**src/rtl/derived_clock_div.sv**
```systemverilog
// derived_clock_div: counts selected edges of a slow clk_in in the clk domain
// and toggles output_clk every N+1 counted edges.
//
// Configuration macro: DCLK_SYNC_EN
//   defined   : clk_in passes through a SYNC_STAGES-deep synchroniser (reset to 0)
//   undefined : clk_in is used directly and must be synchronous to clk
//
// Ports:
//   clk        in   1      system clock, posedge
//   rst_n      in   1      asynchronous active-low reset
//   clk_in     in   1      signal whose edges are counted
//   N          in   CNT_W  half-period in counted edges minus one, sampled live
//   mode       in   2      00 none, 01 rising, 10 falling, 11 both
//   enable     in   1      1 = count edges, 0 = hold
//   clear      in   1      synchronous clear of count, output_clk and tick
//   output_clk out  1      divided clock, registered
//   tick       out  1      one-cycle pulse in the cycle output_clk changes
//   count      out  CNT_W  current edge count
module derived_clock_div #(
    parameter int unsigned CNT_W       = 32,
    parameter int unsigned SYNC_STAGES = 2
) (
    input  logic             clk,
    input  logic             rst_n,
    input  logic             clk_in,
    input  logic [CNT_W-1:0] N,
    input  logic [1:0]       mode,
    input  logic             enable,
    input  logic             clear,
    output logic             output_clk,
    output logic             tick,
    output logic [CNT_W-1:0] count
);

    // Reject an illegal synchroniser depth at elaboration.
    if (SYNC_STAGES < 2) begin : g_stages_chk
        $error("derived_clock_div: SYNC_STAGES must be >= 2");
    end

    logic s;

`ifdef DCLK_SYNC_EN
    // Synchroniser chain; s is the last stage.
    logic [SYNC_STAGES-1:0] sync_q;
    logic [SYNC_STAGES-1:0] sync_d;

    always_comb begin
        sync_d = {sync_q[SYNC_STAGES-2:0], clk_in};
    end

    always_ff @(posedge clk or negedge rst_n) begin
        if (!rst_n) begin
            sync_q <= '0;
        end else begin
            sync_q <= sync_d;
        end
    end

    assign s = sync_q[SYNC_STAGES-1];
`else
    assign s = clk_in;
`endif

    logic             prev_q, prev_d;
    logic [CNT_W-1:0] count_q, count_d;
    logic             out_q, out_d;
    logic             tick_q, tick_d;
    logic             rise, fall, sel;

    // Edge detection; prev tracks s regardless of enable so re-enabling makes no false edge.
    always_comb begin
        rise = s & ~prev_q;
        fall = ~s & prev_q;
        sel  = (mode[0] & rise) | (mode[1] & fall);
    end

    // Next state: clear beats counting beats hold.
    always_comb begin
        prev_d  = s;
        count_d = count_q;
        out_d   = out_q;
        tick_d  = 1'b0;
        if (clear) begin
            count_d = '0;
            out_d   = 1'b0;
        end else if (enable && sel) begin
            // >= so that lowering N below the current count wraps on the next edge.
            if (count_q >= N) begin
                count_d = '0;
                out_d   = ~out_q;
                tick_d  = 1'b1;
            end else begin
                count_d = count_q + CNT_W'(1);
            end
        end
    end

    always_ff @(posedge clk or negedge rst_n) begin
        if (!rst_n) begin
            prev_q  <= 1'b0;
            count_q <= '0;
            out_q   <= 1'b0;
            tick_q  <= 1'b0;
        end else begin
            prev_q  <= prev_d;
            count_q <= count_d;
            out_q   <= out_d;
            tick_q  <= tick_d;
        end
    end

    assign output_clk = out_q;
    assign tick       = tick_q;
    assign count      = count_q;

endmodule
```
**config.mk**
```make
export PLATFORM = sky130hd
export DESIGN_NAME = derived_clock_div
export DESIGN_NICKNAME = d
export VERILOG_FILES = /design/src/rtl/derived_clock_div.sv
export SDC_FILE = /design/constraint.sdc
export NUM_CORES = 1
export LEC_CHECK = 0
export CELL_PAD_IN_SITES_DETAIL_PLACEMENT = 0
export CELL_PAD_IN_SITES_GLOBAL_PLACEMENT = 1
export CORE_ASPECT_RATIO = 0.8
export CORE_MARGIN = 5
export CORE_UTILIZATION = 38
export CTS_CLUSTER_DIAMETER = 60
export CTS_CLUSTER_SIZE = 25
export DETAILED_ROUTE_END_ITERATION = 8
export GPL_TIMING_DRIVEN = 0
export PLACE_DENSITY_LB_ADDON = 0.1
export SLEW_MARGIN = 20
export SYNTH_ARGS = -nofsm -noshare
export SYNTH_HDL_FRONTEND = slang
export SYNTH_SLANG_ARGS = --single-unit
```
**constraint.sdc**
```tcl
create_clock -name clk -period 4.9 [get_ports clk]
set_input_delay 0.49 -clock clk [delete_from_list [all_inputs] [get_ports clk]]
set_output_delay 0.49 -clock clk [all_outputs]
set_load 0.03 [all_outputs]
```
======== After elaboration in Yosys (flattened, before gate mapping) ========
Index checks and enable logic that the tools add are counted.
cells by class
  add/subtract/negate cells ............... 1
  $mul .................................... 0
  divide/modulo/power cells ............... 0
  magnitude comparators ................... 1
  equality and inequality tests ........... 0
  shifts and indexed selects .............. 0
  mux-type cells .......................... 9
  bitwise logic cells ..................... 8
  reductions and logical operators ........ 4
operators by type and width
  kind                                                             count
  32-bit two-way mux                                               3
  32-bit by 1-bit adder with 32-bit output, second input constant  1
  32-bit greater-or-equal comparator                               1
  1-bit two-way mux                                                6
  1-bit AND                                                        4
  2-bit nonzero test                                               2
  1-bit NOT                                                        3
  2-bit AND reduction                                              1
  1-bit logical AND                                                1
  1-bit OR                                                         1
storage, ports and cells
  flip-flop bits (word level) ............. 35
  bits in latches ......................... 0
  bits in writable memories ............... 0
  memory bits (read-only) ................. 0
  input port bits ......................... 39
  word-level logic and storage cells ...... 27
  memories kept ........................... 0

======== Depth between registers and ports, before layout ========
Gate-level depths: netlist of run 1.
  depth in word-level cells ............... 7
  depth in mapped cells ................... 10
  gate-level depth less buffers ........... 8

======== Least setup slack after synthesis of run 1 ========
OpenSTA, ideal clock, no wires.
  path kind ............................... reg-to-reg
  start point ............................. reg count_q[0], in the netlist count[0]
  end point ............................... reg count_q[9], in the netlist count[9]
  setup time .............................. 0.072 ns
  data arrival time ....................... 2.317 ns
  required time ........................... 4.828 ns
  path slack .............................. 2.511 ns
  stages on the path, launching flop included .. 11
  buffers on the path ..................... 2
  clock period less this slack ............ 2.389 ns
  cells stage by stage .................... dfrtp_1 inv_1 ha_1 nand2b_1 a2111oi_0 or4_1 a31oi_2 o41a_1 buf_6 buf_6 nor2_1
between the ends
  longest elaborated chain between the ends .. 4
  elaborated cells between the ends (all ways) .. 5
  those cells by class .................... add/sub (1); order compare (1); mux (3)
RTL lines
  element                                                                                         line    RTL
  start: declaration                                                                              65      logic [CNT_W-1:0] count_q, count_d;
  start signal: assignment                                                                        106     count_q <= count_d;
  32-bit by 1-bit adder with 32-bit output or 32-bit greater-or-equal comparator (tied branches)  93, 88
  32-bit two-way mux (*)                                                                          88      if (count_q >= N) begin
  32-bit two-way mux (*)                                                                          86      end else if (enable && sel) begin
  32-bit two-way mux (*)                                                                          83      if (clear) begin
Every way passes the cells marked *; elsewhere a longest branch is shown, timed or not. The select of a mux whose other input is x is not followed.
A chain may end at the register's enable or synchronous reset.

======== Final worst setup path of run 1 ========
  start point ............................. in N[30]
  end point ............................... reg count_q[14], in the netlist count[14]
between the ends
  longest elaborated chain between the ends .. 4
RTL lines
  element                             line  RTL
  start: declaration                  26    input logic [CNT_W-1:0] N,
  32-bit greater-or-equal comparator  88
  32-bit two-way mux                  88
  32-bit two-way mux                  86
  32-bit two-way mux                  83
No other way between the ends. The select of a mux whose other input is x is not followed.

==> results.py, run 1 <==
metrics = {
    "sta": {
        "max_slew_margin_pct": 48.3,
        "grt_setup_unrepaired": "false",
        "whs_ns": 0.0542,
        "finalHoldViolCount": 0,
        "tightestPinTransition_ns": 0.769,
        "setup_violations": 0,
        "drv_slew": 0,
        "tns_ns": 0,
        "finalCriticalPeriod_ns": 2.87,
        "fin_crit_sh_pct": 58.7,
        "clock.fmax_mhz": 348,
        "skew_ns": 0.0133,
        "worst_slack_ns": 2.03,
    },
    "min_path": {
        "holdCritPathClass": "in -> async",
    },
    "place": {
        "pre_cts_slack_ns": 1.77,
        "dp_hpwl_um": 5290,
        "io_buffers": 72,
        "gp_congestion": 0.794,
        "dp.cells": 457,
    },
    "synthesis": {
        "synth_common_cells": "inv_1 (38), nor2_1 (36), dfrtp_1 (35)",
        "yosysTopAreaCellShare_pct": 34.2,
        "synth_area_mm2": 0.00256,
        "syn_inst": 300,
        "synth_area_leader_cell": "dfrtp_1",
        "syn-num-nets": 372,
        "synth.area.top_cells": "dfrtp_1 (34%), ha_1 (16%), inv_1 (5.6%), nor2_1 (5.3%), xor2_1 (5.1%)",
        "async_reset_ff_share_pct": 100,
        "yosysUniqueCellTypes": 35,
        "syn_area_per_cell_um2": 8.53,
        "synthFlopType": "dfrtp_1",
        "synth-edff-count": 0,
        "synth_warnings": 0,
        "synth-seq-cells": 35,
        "synth_most_common_cell": "inv_1",
        "synth_seq_area_share_pct": 34.2,
    },
    "worst_setup_path": {
        "required_ns": 5.08,
        "reg2reg_from": "count[30]$_DFFE_PN0P_",
        "path_class": "in -> reg",
        "critPathCaptureType": "register",
        "regToRegEndpoint": "count[14]$_DFFE_PN0P_",
        "path_max_fanout": 10,
        "crit_path_start": "N[30]",
        "reg2reg_depth": 9,
        "ff2ff_setup_slack_ns": 2.27,
        "crit_end": "count[14]$_DFFE_PN0P_",
        "arrival_ns": 3.05,
        "critPathLaunchType": "input port",
    },
    "cells_and_area": {
        "fin_nets": 452,
        "layout-drive-gt1-share_pct": 3.42,
        "diodes": 0,
        "area_delta_synth_final_pct": 36.3,
        "finalNonFillerCells": 464,
    },
    "die": {
        "num_rows": 26,
        "dieArea_mm2": 0.00849,
        "num_io_pins": 73,
        "initial_core_util_pct": 39.5,
        "coreArea_mm2": 0.00647,
        "die_y_um": 83.4,
        "dieWidth_um": 102,
    },
    "clock_tree": {
        "cts_max_level": 2,
        "post_cts_buffers": 0,
        "root_buffer": "clkbuf_8",
        "cts_resized": 0,
        "cts_sinks": 35,
        "clk_latency_ns": 0.29,
        "cts-hold-fix-buffers": 0,
        "cts_buffer_depth": 2,
        "numCtsBuffers": 5,
        "cts_tree": "built",
        "cts.clk_slew.worst_paths_ns": 0.08,
    },
    "routing": {
        "first_iter_violations": 123,
        "drc": 0,
        "wl_um": 6700,
        "ant_nets": 0,
        "num_vias": 2336,
        "dr.pass1.iters": 4,
        "viasPerCell": 5.03,
        "wl_per_cell_um": 14.4,
    },
    "global_route": {
        "grt_max_degree": 27,
        "antenna_found_initial": 0,
        "track_usage_pct": 16.3,
        "gr-total-overflow": 0,
        "grt_pass1_vias": 2235,
        "grt_pass1_wl_um": 11100,
    },
    "power": {
        "p_leak_nw": 1.65,
        "vdd_ir_drop_max_mv": 0.0893,
        "powerDensity_mw_per_mm2": 173,
    },
    "job": {
        "maxCapViolations": 0,
    },
    "outcome": {
        "status": "finished, final reports clean",
    },
}
[cells in the final DEF, fill, tap and decap left out, drive strengths merged, types with 2 or more instances in the layout]
cell / instances
clkbuf: 7
and4: 4
nor3: 9
o41ai: 2
o211a: 2
or4: 2
o21ai: 8
xor2: 15
nand3: 13
a21oi: 20
nor2: 36
or3: 3
o32ai: 2
nand4: 10
o21a: 2
and3: 5
dfrtp: 35
inv: 38
ha: 33
buf: 5
xnor2: 11
nand2: 29
o211ai: 2
nor4: 3
and3b: 2
clkdlybuf4s50: 71
[worst min path at each step]
stage	start	endpoint	slack (ns)
global placement	count[31]$_DFFE_PN0P_	count[31]$_DFFE_PN0P_	0.58
floorplan	rst_n	count[0]$_DFFE_PN0P_	0.19
detailed placement	rst_n	count[2]$_DFFE_PN0P_	0.37
CTS	rst_n	count[2]$_DFFE_PN0P_	0.06
finish	rst_n	count[2]$_DFFE_PN0P_	0.05
global route	rst_n	count[2]$_DFFE_PN0P_	0.07
[area by class of cell]
type | count | area [um2]
Clock buffer | 6 | 82.6
Tap cell | 84 | 105
Multi-Input combinational cell | 223 | 1500
Clock inverter | 1 | 5.00
Timing Repair Buffer | 73 | 736
Buffer | 4 | 37.5
Fill cell | 617 | 2990
Inverter | 38 | 143
Sequential cell | 35 | 876
[per-stage QoR]
stage          area (um2)  total power [mW]  utilization (%)
2_1_floorplan        2560             0.341                -
3_3_place_gp         3380             0.392             52.3
3_5_place_dp         3400             0.394             52.5
4_1_cts              3490             0.607             53.9
5_1_grt              3490             0.631             53.9
6_report             3490             0.603             53.9
[flip-flops by register name, summed over array words and instances (netlist names)]
signal and cells:
count 32, output_clk 1, prev_q 1, tick 1
[where the power goes]
| part | switching [mW] | internal (mW) |
|---|---|---|
| sequential | 0.00546 | 0.291 |
| clock | 0.105 | 0.110 |
| combinational | 0.0422 | 0.0485 |
[worst max-delay path: stages]
cell	delay (ns)
clkdlybuf4s50_1	0.47
inv_1	0.04
ha_1	0.31
nand4_1	0.17
nor4_1	0.52
nand2_1	0.18
a31oi_2	0.31
o41a_1	0.19
buf_6	0.15
buf_6	0.16
nor2_1	0.06
[routing by layer]
layer | vias up | part of all wire (%) | GRT usage, %
met3 | 2 | 6.2 | 3.27
met2 | 57 | 42 | 23.2
li1 | 1195 | - | -
met1 | 1082 | 51 | 25.2
met4 | 0 | 0.45 | 3.38
met5 | - | 0 | 0
[cells by family after synthesis]
| family | count (synthesis) | synth area share (%) |
|---|---|---|
| xor+xnor | 26 | 8.90 |
| simple gates | 118 | 22.1 |
| compound gates | 46 | 11.6 |
| flops | 35 | 34.2 |
| fa+ha+maj | 33 | 16.1 |
| buf+inv | 42 | 7.04 |
No activity file was read; power rests on OpenSTA's default activity.
==> run 2, diff against run 1 <==
Settings changed: CORE_UTILIZATION 38 to 35.
Clock period 4.9 ns to 2.9 ns, I/O delays scaled along.
==> results.py, run 2 (synthesis gave the netlist of run 1 again) <==
metrics = {
    "outcome": {
        "status": "finished, final reports clean",
    },
    "routing": {
        "viasPerCell": 5.07,
        "ant_nets": 0,
        "dr.pass1.iters": 4,
        "drc": 0,
        "first_iter_violations": 102,
        "wl_per_cell_um": 14.6,
        "wl_um": 6820,
        "num_vias": 2368,
    },
    "die": {
        "die_y_um": 86.5,
        "coreArea_mm2": 0.00699,
        "initial_core_util_pct": 36.6,
        "dieWidth_um": 106,
        "dieArea_mm2": 0.00913,
        "num_rows": 27,
        "num_io_pins": 73,
    },
    "global_route": {
        "track_usage_pct": 15.1,
        "grt_pass1_wl_um": 11100,
        "gr-total-overflow": 0,
        "antenna_found_initial": 0,
        "grt_max_degree": 27,
        "grt_pass1_vias": 2274,
    },
    "power": {
        "p_int_uw": 736,
        "powerDensity_mw_per_mm2": 284,
        "comb_power_share_pct": 15.7,
        "p_leak_nw": 1.65,
        "switching_share_pct": 25.6,
        "switchingPower_uw": 253,
        "power_uw": 988,
        "clockPowerShare_pct": 33.5,
        "pwr-share-seq_pct": 50.8,
        "vdd_ir_drop_max_mv": 0.126,
    },
    "job": {
        "maxCapViolations": 0,
    },
    "worst_setup_path": {
        "critPathCaptureType": "register",
        "path_max_fanout": 10,
        "arrival_ns": 2.86,
        "reg2reg_from": "count[29]$_DFFE_PN0P_",
        "regToRegEndpoint": "count[23]$_DFFE_PN0P_",
        "reg2reg_depth": 9,
        "required_ns": 3.08,
        "path_class": "in -> reg",
        "critPathLaunchType": "input port",
        "ff2ff_setup_slack_ns": 0.28,
    },
    "sta": {
        "drv_slew": 0,
        "tns_ns": 0,
        "grt_setup_unrepaired": "false",
        "worst_slack_ns": 0.224,
        "finalHoldViolCount": 0,
        "clock.fmax_mhz": 374,
        "skew_ns": 0.00210,
        "finalCriticalPeriod_ns": 2.68,
        "tightestPinTransition_ns": 0.768,
        "fin_crit_sh_pct": 92.3,
        "max_slew_margin_pct": 48.3,
        "setup_violations": 0,
    },
    "place": {
        "pre_cts_slack_ns": -0.0707,
        "placed_area_mm2": 0.00340,
        "gp_congestion": 0.817,
        "dp_hpwl_um": 5360,
        "io_buffers": 72,
    },
    "cells_and_area": {
        "mostFrequentLayoutCell": "clkdlybuf4s50_1",
        "final_cell_mix": "clkdlybuf4s50_1 (71), inv_1 (38), nor2_1 (36)",
        "fin_area_mm2": 0.00349,
        "fin_nets": 453,
        "diodes": 0,
        "largest_reg_flops": 32,
        "area_delta_synth_final_pct": 36.2,
        "layout-drive-gt1-share_pct": 2.89,
    },
    "clock_tree": {
        "cts_tree": "built",
        "cts.clk_slew.worst_paths_ns": 0.07,
        "cts_buffer_depth": 2,
        "cts_max_level": 2,
        "root_buffer": "clkbuf_8",
        "cts_resized": 0,
        "clk_latency_ns": 0.29,
        "numCtsBuffers": 5,
        "cts_sinks": 35,
    },
    "min_path": {
        "holdCritPathClass": "in -> async",
    },
}
==> run 2: power groups by stage <==
stage / logic [mW] / clock network, mW / registers [mW]
global route: 0.174 / 0.364 / 0.503
global placement: 0.152 / 0 / 0.512
floorplan: 0.0587 / 0 / 0.517
CTS: 0.158 / 0.342 / 0.502
finish: 0.155 / 0.331 / 0.503
detailed placement: 0.156 / 0 / 0.512
==> run 2: stage by stage <==
stage	hold slack (ns)	utilization (%)	cells
2_1_floorplan	-0.00559	-	300
3_3_place_gp	0.585	48.5	459
3_5_place_dp	0.180	48.7	460
4_1_cts	0.402	49.8	467
5_1_grt	0.426	49.8	467
6_report	0.398	49.8	467
==> run 2: routing by layer <==
metal	wire length (um)	GRT usage, %
met1	3440	22.7
met2	2820	21.8
met3	501	3.35
met4	59	4.00
met5	0	0
==> run 2: critical path, stage by stage <==
cell and delay (ns):
clkdlybuf4s50_1 0.45, inv_1 0.06, ha_1 0.32, nand4_1 0.17, nor4_1 0.50, nand2_1 0.18, a31oi_2 0.34, o41a_1 0.20
buf_6 0.15, buf_6 0.15, nor2_1 0.06
==> run 2: worst max-delay path by stage <==
| stage | startpoint | end | slack, ns | cells past startpoint |
|---|---|---|---|---|
| CTS | N[29] | count[24]$_DFFE_PN0P_ | 0.22 | 11 |
| floorplan | count[0]$_DFFE_PN0P_ | count[9]$_DFFE_PN0P_ | 0.51 | 10 |
| global placement | N[31] | count[24]$_DFFE_PN0P_ | -0.04 | 11 |
| detailed placement | N[29] | count[13]$_DFFE_PN0P_ | -0.07 | 11 |
| finish | N[30] | count[23]$_DFFE_PN0P_ | 0.22 | 11 |
| global route | N[29] | count[24]$_DFFE_PN0P_ | 0.009 | 11 |
==> run 2: repair_timing <==
| item | in CTS | in global routing |
|---|---|---|
| buffers inserted | 0 | 0 |
| endpoints found under the hold margin | 9 | 0 |
| hold buffers | 1 | 0 |
==> run 2: layout make-up <==
cell class / instances / area (um2)
plain buffers: 4 / 37.5
clock buffers: 6 / 72.6
fillers: 683 / 3510
inverters: 38 / 143
multi-input cells: 223 / 1500
flip-flops and latches: 35 / 876
well taps: 87 / 109
repair buffers: 74 / 746
==> run 3, diff against run 2 <==
Settings changed: CTS_CLUSTER_DIAMETER 60 to unset.
==> results of run 3 <==
No change in the layout: final DEF, timing and power equal those of run 2.
